<file path="src/rtl/hrd_pkg.sv">
// rtl/hrd_pkg.sv - board geometry, piece/state types and default Klotski layout
package hrd_pkg;

    localparam int COLS       = 4;
    localparam int ROWS       = 5;
    localparam int CELL_SHIFT = 6;
    localparam int ORG_X      = 192;
    localparam int ORG_Y      = 80;
    localparam int NUM_CELLS  = COLS * ROWS;

    typedef logic [3:0] piece_id_t;
    typedef logic [4:0] cell_idx_t;

    typedef enum logic {
        INIT = 1'b0,
        RUN  = 1'b1
    } state_e;

    // Rows top to bottom; ID 0 marks the two empty cells.
    localparam piece_id_t DEFAULT_LAYOUT [NUM_CELLS] = '{
        4'd2, 4'd1, 4'd1, 4'd3,
        4'd2, 4'd1, 4'd1, 4'd3,
        4'd4, 4'd5, 4'd5, 4'd6,
        4'd4, 4'd7, 4'd8, 4'd6,
        4'd9, 4'd0, 4'd0, 4'd10
    };

    function automatic cell_idx_t cell_index(input logic [2:0] row, input logic [1:0] col);
        return cell_idx_t'(int'(row) * COLS + int'(col));
    endfunction

endpackage

</file>
<file path="src/rtl/hrd_tile_locator_if.sv">
// rtl/hrd_tile_locator_if.sv - pixel, board-write and lookup-result signals of the tile locator
interface hrd_tile_locator_if;
    import hrd_pkg::*;

    logic [9:0] pix_x;
    logic [9:0] pix_y;
    logic       pix_vld;
    logic       wr_en;
    cell_idx_t  wr_cell;
    piece_id_t  wr_id;
    piece_id_t  sel;
    logic [5:0] off_x;
    logic [5:0] off_y;
    cell_idx_t  cell_idx;
    logic       out_vld;
    logic       ready;

    modport master (
        output pix_x, pix_y, pix_vld, wr_en, wr_cell, wr_id,
        input  sel, off_x, off_y, cell_idx, out_vld, ready
    );

    modport slave (
        input  pix_x, pix_y, pix_vld, wr_en, wr_cell, wr_id,
        output sel, off_x, off_y, cell_idx, out_vld, ready
    );

endinterface

</file>
<file path="src/rtl/hrd_board_regs.sv">
// rtl/hrd_board_regs.sv - 20x4 board register file, one write port, one combinational read port
module hrd_board_regs
    import hrd_pkg::*;
(
    input  logic      clk,
    input  logic      rst,
    input  logic      we_i,
    input  cell_idx_t waddr_i,
    input  piece_id_t wdata_i,
    input  cell_idx_t raddr_i,
    output piece_id_t rdata_o
);

    piece_id_t mem_q [NUM_CELLS];

    always_ff @(posedge clk or posedge rst) begin
        if (rst) begin
            for (int i = 0; i < NUM_CELLS; i++) begin
                mem_q[i] <= '0;
            end
        end else if (we_i && (waddr_i < cell_idx_t'(NUM_CELLS))) begin
            mem_q[waddr_i] <= wdata_i;
        end
    end

    // A read of the cell being written returns the stored (old) value.
    assign rdata_o = (raddr_i < cell_idx_t'(NUM_CELLS)) ? mem_q[raddr_i] : '0;

endmodule

</file>
<file path="src/rtl/hrd_tile_locator.sv">
// rtl/hrd_tile_locator.sv - maps VGA pixel coordinates to the Klotski piece ID and in-cell offset
module hrd_tile_locator
    import hrd_pkg::*;
#(
    parameter int ORG_X_P = ORG_X,
    parameter int ORG_Y_P = ORG_Y
) (
    input logic          clk,
    input logic          rst,
    hrd_tile_locator_if.slave loc_if
);

    state_e    state_q;
    cell_idx_t init_cnt_q;
    logic      ready_q;

    logic      bw_en;
    cell_idx_t bw_addr;
    piece_id_t bw_data;
    piece_id_t rd_id;
    cell_idx_t rd_idx;

    always_ff @(posedge clk or posedge rst) begin
        if (rst) begin
            state_q    <= INIT;
            init_cnt_q <= '0;
            ready_q    <= 1'b0;
        end else begin
            case (state_q)
                INIT: begin
                    if (init_cnt_q == cell_idx_t'(NUM_CELLS - 1)) begin
                        state_q <= RUN;
                        ready_q <= 1'b1;
                    end else begin
                        init_cnt_q <= init_cnt_q + 5'd1;
                    end
                end
                RUN: state_q <= RUN;
                default: state_q <= INIT;
            endcase
        end
    end

    // The init sequencer owns the write port until the layout is loaded.
    always_comb begin
        bw_en   = 1'b0;
        bw_addr = loc_if.wr_cell;
        bw_data = loc_if.wr_id;
        if (state_q == INIT) begin
            bw_en   = 1'b1;
            bw_addr = init_cnt_q;
            bw_data = DEFAULT_LAYOUT[init_cnt_q];
        end else begin
            bw_en   = loc_if.wr_en;
        end
    end

    hrd_board_regs u_board (
        .clk     (clk),
        .rst     (rst),
        .we_i    (bw_en),
        .waddr_i (bw_addr),
        .wdata_i (bw_data),
        .raddr_i (rd_idx),
        .rdata_o (rd_id)
    );

    // Stage 1: board-relative coordinates, sign bit flags pixels left/above the board.
    logic [10:0] dx;
    logic [10:0] dy;
    logic        s1_on_d;
    logic        s1_on_q;
    logic        s1_vld_q;
    logic [1:0]  s1_col_q;
    logic [2:0]  s1_row_q;
    logic [5:0]  s1_offx_q;
    logic [5:0]  s1_offy_q;

    assign dx = {1'b0, loc_if.pix_x} - 11'(ORG_X_P);
    assign dy = {1'b0, loc_if.pix_y} - 11'(ORG_Y_P);

    assign s1_on_d = loc_if.pix_vld & ~dx[10] & ~dy[10]
                   & (dx < 11'(COLS << CELL_SHIFT))
                   & (dy < 11'(ROWS << CELL_SHIFT));

    always_ff @(posedge clk or posedge rst) begin
        if (rst) begin
            s1_on_q   <= 1'b0;
            s1_vld_q  <= 1'b0;
            s1_col_q  <= '0;
            s1_row_q  <= '0;
            s1_offx_q <= '0;
            s1_offy_q <= '0;
        end else begin
            s1_on_q   <= s1_on_d;
            s1_vld_q  <= loc_if.pix_vld;
            s1_col_q  <= dx[7:6];
            s1_row_q  <= dy[8:6];
            s1_offx_q <= dx[5:0];
            s1_offy_q <= dy[5:0];
        end
    end

    // Stage 2: board lookup; the partially loaded board is masked until RUN.
    piece_id_t  sel_q;
    cell_idx_t  cell_idx_q;
    logic [5:0] off_x_q;
    logic [5:0] off_y_q;
    logic       out_vld_q;

    assign rd_idx = cell_index(s1_row_q, s1_col_q);

    always_ff @(posedge clk or posedge rst) begin
        if (rst) begin
            sel_q      <= '0;
            cell_idx_q <= '0;
            off_x_q    <= '0;
            off_y_q    <= '0;
            out_vld_q  <= 1'b0;
        end else begin
            sel_q      <= (s1_on_q && (state_q == RUN)) ? rd_id : '0;
            cell_idx_q <= s1_on_q ? rd_idx : '0;
            off_x_q    <= s1_on_q ? s1_offx_q : '0;
            off_y_q    <= s1_on_q ? s1_offy_q : '0;
            out_vld_q  <= s1_vld_q;
        end
    end

    assign loc_if.sel      = sel_q;
    assign loc_if.cell_idx = cell_idx_q;
    assign loc_if.off_x    = off_x_q;
    assign loc_if.off_y    = off_y_q;
    assign loc_if.out_vld  = out_vld_q;
    assign loc_if.ready    = ready_q;

endmodule
</file>
<file path="src/flat_wrapper.sv">
// flat-port wrapper written by rule: the top's interface ports become plain ports
module hrd_tile_locator_flat import hrd_pkg::*;
#(
    parameter int ORG_X_P = ORG_X,
    parameter int ORG_Y_P = ORG_Y
)
  (clk, rst, loc_if_pix_x, loc_if_pix_y, loc_if_pix_vld, loc_if_wr_en, loc_if_wr_cell, loc_if_wr_id, loc_if_sel, loc_if_off_x, loc_if_off_y, loc_if_cell_idx, loc_if_out_vld, loc_if_ready);
  hrd_tile_locator_if loc_if_i ();
  input logic clk;
  input logic rst;
  input wire logic [$bits(loc_if_i.pix_x)-1:0] loc_if_pix_x;
  input wire logic [$bits(loc_if_i.pix_y)-1:0] loc_if_pix_y;
  input wire logic [$bits(loc_if_i.pix_vld)-1:0] loc_if_pix_vld;
  input wire logic [$bits(loc_if_i.wr_en)-1:0] loc_if_wr_en;
  input wire logic [$bits(loc_if_i.wr_cell)-1:0] loc_if_wr_cell;
  input wire logic [$bits(loc_if_i.wr_id)-1:0] loc_if_wr_id;
  output wire logic [$bits(loc_if_i.sel)-1:0] loc_if_sel;
  output wire logic [$bits(loc_if_i.off_x)-1:0] loc_if_off_x;
  output wire logic [$bits(loc_if_i.off_y)-1:0] loc_if_off_y;
  output wire logic [$bits(loc_if_i.cell_idx)-1:0] loc_if_cell_idx;
  output wire logic [$bits(loc_if_i.out_vld)-1:0] loc_if_out_vld;
  output wire logic [$bits(loc_if_i.ready)-1:0] loc_if_ready;
  assign loc_if_i.pix_x = loc_if_pix_x;
  assign loc_if_i.pix_y = loc_if_pix_y;
  assign loc_if_i.pix_vld = loc_if_pix_vld;
  assign loc_if_i.wr_en = loc_if_wr_en;
  assign loc_if_i.wr_cell = loc_if_wr_cell;
  assign loc_if_i.wr_id = loc_if_wr_id;
  assign loc_if_sel = loc_if_i.sel;
  assign loc_if_off_x = loc_if_i.off_x;
  assign loc_if_off_y = loc_if_i.off_y;
  assign loc_if_cell_idx = loc_if_i.cell_idx;
  assign loc_if_out_vld = loc_if_i.out_vld;
  assign loc_if_ready = loc_if_i.ready;
  hrd_tile_locator #(.ORG_X_P(ORG_X_P), .ORG_Y_P(ORG_Y_P)) u_core (.clk(clk), .rst(rst), .loc_if(loc_if_i));
endmodule
</file>
<file path="config.mk">
export PLATFORM = sky130hd
export DESIGN_NAME = hrd_tile_locator_flat
export DESIGN_NICKNAME = d
export VERILOG_FILES = /design/src/rtl/hrd_pkg.sv /design/src/rtl/hrd_tile_locator_if.sv /design/src/rtl/hrd_board_regs.sv /design/src/rtl/hrd_tile_locator.sv /design/src/flat_wrapper.sv
export SDC_FILE = /design/constraint.sdc
export NUM_CORES = 1
export LEC_CHECK = 0
export ABC_AREA = 1
export BUFFER_PORTS_ARGS = -buffer_cell sky130_fd_sc_hd__buf_2
export CORE_ASPECT_RATIO = 0.8
export CORE_UTILIZATION = 30
export DETAILED_ROUTE_END_ITERATION = 6
export GPL_TIMING_DRIVEN = 0
export PLACE_DENSITY = 0.44
export SYNTH_ARGS = -nofsm -noshare
export SYNTH_HDL_FRONTEND = slang
export SYNTH_HIERARCHICAL = 1
export SYNTH_SLANG_ARGS = --single-unit
</file>
<file path="constraint.sdc">
create_clock -name clk -period 6.41 [get_ports clk]
set_clock_uncertainty 0.15 [all_clocks]
set_input_delay 0.3205 -clock clk [delete_from_list [all_inputs] [get_ports clk]]
set_output_delay 0.3205 -clock clk [all_outputs]
set_load 0.02 [all_outputs]
</file>
==> reports/metrics.yaml <==
run_status:
  status: "completed"
clock_tree:
  cts.htree.levels: 4
  clock_path_buffers: 2
  hold_buffers: 15
  clk_latency_ns: 0.42
  clk_pin_slew_ns: 0.06
  cts.repair.resized: 0
  cts_num_sinks: 128
  cts_tree: "built"
  clockRootBuffer: "clkbuf_16"
  numCtsBuffers: 17
  postCtsSetupBuffers: 0
die:
  start_util_pct: 30.8
  chipHeight_um: 127
  die_w_um: 159
  ios: 56
  core_area_um2: 19100
  placementRows: 45
  fp.dieArea_um2: 20200
synthesis:
  synth_edf_count: 0
  synth.top_cell.area_share_pct: 54.4
  yosysTopAreaCell: "dfrtp_1"
  synth-main-ff-cell: "dfrtp_1"
  syn-cell-area_um2: 5880
  synth_commonest_cells: "nand2_1 (258), dfrtp_1 (128), inv_1 (113), o21ai_0 (92), nand3_1 (50)"
  synth.avg_cell_area_um2: 8.03
  ys_ff_latch: 128
  syn_inst: 733
  synth_area_leaders: "dfrtp_1 (54%), nand2_1 (16%), o21ai_0 (7.8%)"
  synth.distinct_cells: 29
  synthArstFlopShare_pct: 100
  yosysSeqAreaShare_pct: 54.4
  synth.most_common_cell: "nand2_1"
  mappedNetlistNets: 773
  yosys_warnings: 6
route:
  drt_iter0_drc: 223
  drt-pass1-iter-count: 5
  wl_per_cell_um: 13.7
  ant_nets: 0
  wirelength_um: 15000
  vias: 4890
  via_per_inst: 4.47
  drc: 0
setup_path:
  start_kind: "flip-flop"
  r2r_start: "u_core/state_q"
  worstSetupPathType: "flip-flop to flip-flop"
  end_kind: "flip-flop"
  cp.required_ns: 6.53
  crit_start: "u_core/state_q"
  arrival_ns: 2.88
  critPathMaxFanout: 10
global_routing:
  grt_pass1_vias: 4834
  grt.overflow.total: 0
  grt_max_degree: 70
  antenna_found_initial: 0
  track_usage_pct: 16.2
  grt_first_pass_wirelength_um: 24500
min_path:
  min_from: "loc_if_pix_y[8]"
  min_path_type: "primary input to flip-flop"
sta:
  setup_violations: 0
  layout_min_cycle_time_ns: 2.76
  hold_viol_final: 0
  rsz0062_at_grt: "no"
  setup_tns_ns: 0
  maxSlewHeadroom_pct: 52.8
  period_share_pct: 43.1
  worst_slew_pin_slew_ns: 0.702
  drv_slew: 0
  fmax_ghz: 0.362
run:
  maxCapViolations: 0
final_layout:
  drive_above_1_share_pct: 14.3
  fillers: 2016
  area_delta_synth_final_pct: 23.9
  diodes: 0
  fin_nets: 864
  stdcell_count: 1095
pwr:
  power_leakage_nw: 3.94
  p_per_area_nw_per_um2: 301
  ir_drop_v: 0.000133
placed_design:
  hpwl_um: 10800
  gp_congestion: 0.858
  io_buffers: 55
  dp_cells: 1048
registers in the layout, indices dropped and copies added, names as in the netlist:
name and count:
u_core/init_cnt_q 5, u_core/s1_col_q 2, u_core/loc_if.off_y 6, u_core/s1_offy_q 6
u_core/s1_offx_q 6, u_core/loc_if.ready 1, u_core/loc_if.off_x 6, u_core/loc_if.sel 4
u_core/s1_on_q 1, u_core/state_q 1, u_core/s1_vld_q 1, u_core/u_board/mem_q 80
u_core/loc_if.out_vld 1, u_core/s1_row_q 3, u_core/loc_if.cell_idx 5
stage by stage:
step,utilization (%),total power [mW],cell area [µm²],hold WS [ns],setup slack (ns)
floorplan,-,1.12,5880,0.181,3.89
global placement,34.0,1.20,6480,0.182,2.85
detailed placement,34.2,1.21,6530,0.0898,3.60
CTS,38.2,2.23,7290,0.00466,3.60
global route,38.2,2.31,7290,0.0325,3.27
finish,38.2,2.19,7290,0.0253,3.65
placed cells by master (no fill, tap or decap), drive strengths merged:
cell | synthesis | routed
ha | 7 | 7
nand4 | 1 | 1
nor2 | 22 | 22
o21bai | 1 | 1
clkinvlp | 0 | 1
clkbuf | 10 | 28
o22ai | 4 | 4
a22o | 1 | 1
bufinv | 0 | 2
clkinv | 0 | 3
xor2 | 4 | 4
nand3 | 50 | 50
o211ai | 1 | 1
dfrtp | 128 | 128
inv | 117 | 125
or2 | 1 | 1
o221ai | 1 | 1
and2 | 1 | 1
dlygate4sd3 | 0 | 15
nor3 | 10 | 10
o21ai | 97 | 97
buf | 12 | 69
a21oi | 6 | 6
nand2 | 259 | 259
final cells by class:
class / instances / area [µm²] / area share [%]
Clock buffer: 18 / 439 / 6.02
Tap cell: 258 / 323 / 4.43
Clock inverter: 14 / 168 / 2.30
Multi-Input combinational cell: 466 / 2140 / 29.3
Inverter: 117 / 444 / 6.09
Buffer: 22 / 101 / 1.39
Sequential cell: 128 / 3200 / 43.9
Timing Repair Buffer: 72 / 473 / 6.49
routing by layer:
metal,global-route usage (%),part of all wire [%]
met1,23.7,52
met2,23.5,42
met3,3.70,4.7
met4,5.49,1.2
met5,0,0
kinds of logic (layout without fill, tap and decap cells):
logic type               count (synthesis)  in the layout  share of synthesized area [%]
flip-flops                             128            128                           54.4
AO/OA/AOI/OAI                          111            111                           9.97
adder cells (fa/ha/maj)                  7              7                           1.49
AND/OR/NAND/NOR                        344            344                           24.2
buffers and inverters                  139            243                           9.23
XOR/XNOR                                 4              4                          0.723
report_power, final:
group / switching, mW / internal [mW]
registers: 0.0473 / 0.893
logic: 0.168 / 0.0975
clock network: 0.391 / 0.597
worst max-delay path: stages, from the launching register on:
cell	delay, ns
dfrtp_1	0.35
buf_2	0.20
buf_2	0.21
o21ai_0	0.45
inv_1	0.12
nor3_1	0.60
nand2_1	0.32
nand2_1	0.12
o21ai_0	0.08
path summary, 6_finish.rpt:
| kind | endpoint | slack (ns) | cells after the start |
|---|---|---|---|
| max | u_core/u_board/mem_q[27] | 3.65 | 8 |
| min | u_core/s1_row_q[2] | 0.03 | 3 |
| max reg2reg | u_core/u_board/mem_q[27] | 3.65 | 8 |
| min reg2reg | u_core/loc_if.out_vld | 0.20 | 0 |
| max in group asynchronous | u_core/u_board/mem_q[55] | 5.29 | 4 |
| min in group asynchronous | u_core/loc_if.sel[1] | 0.22 | 3 |
No activity file was read; power rests on OpenSTA's default activity.
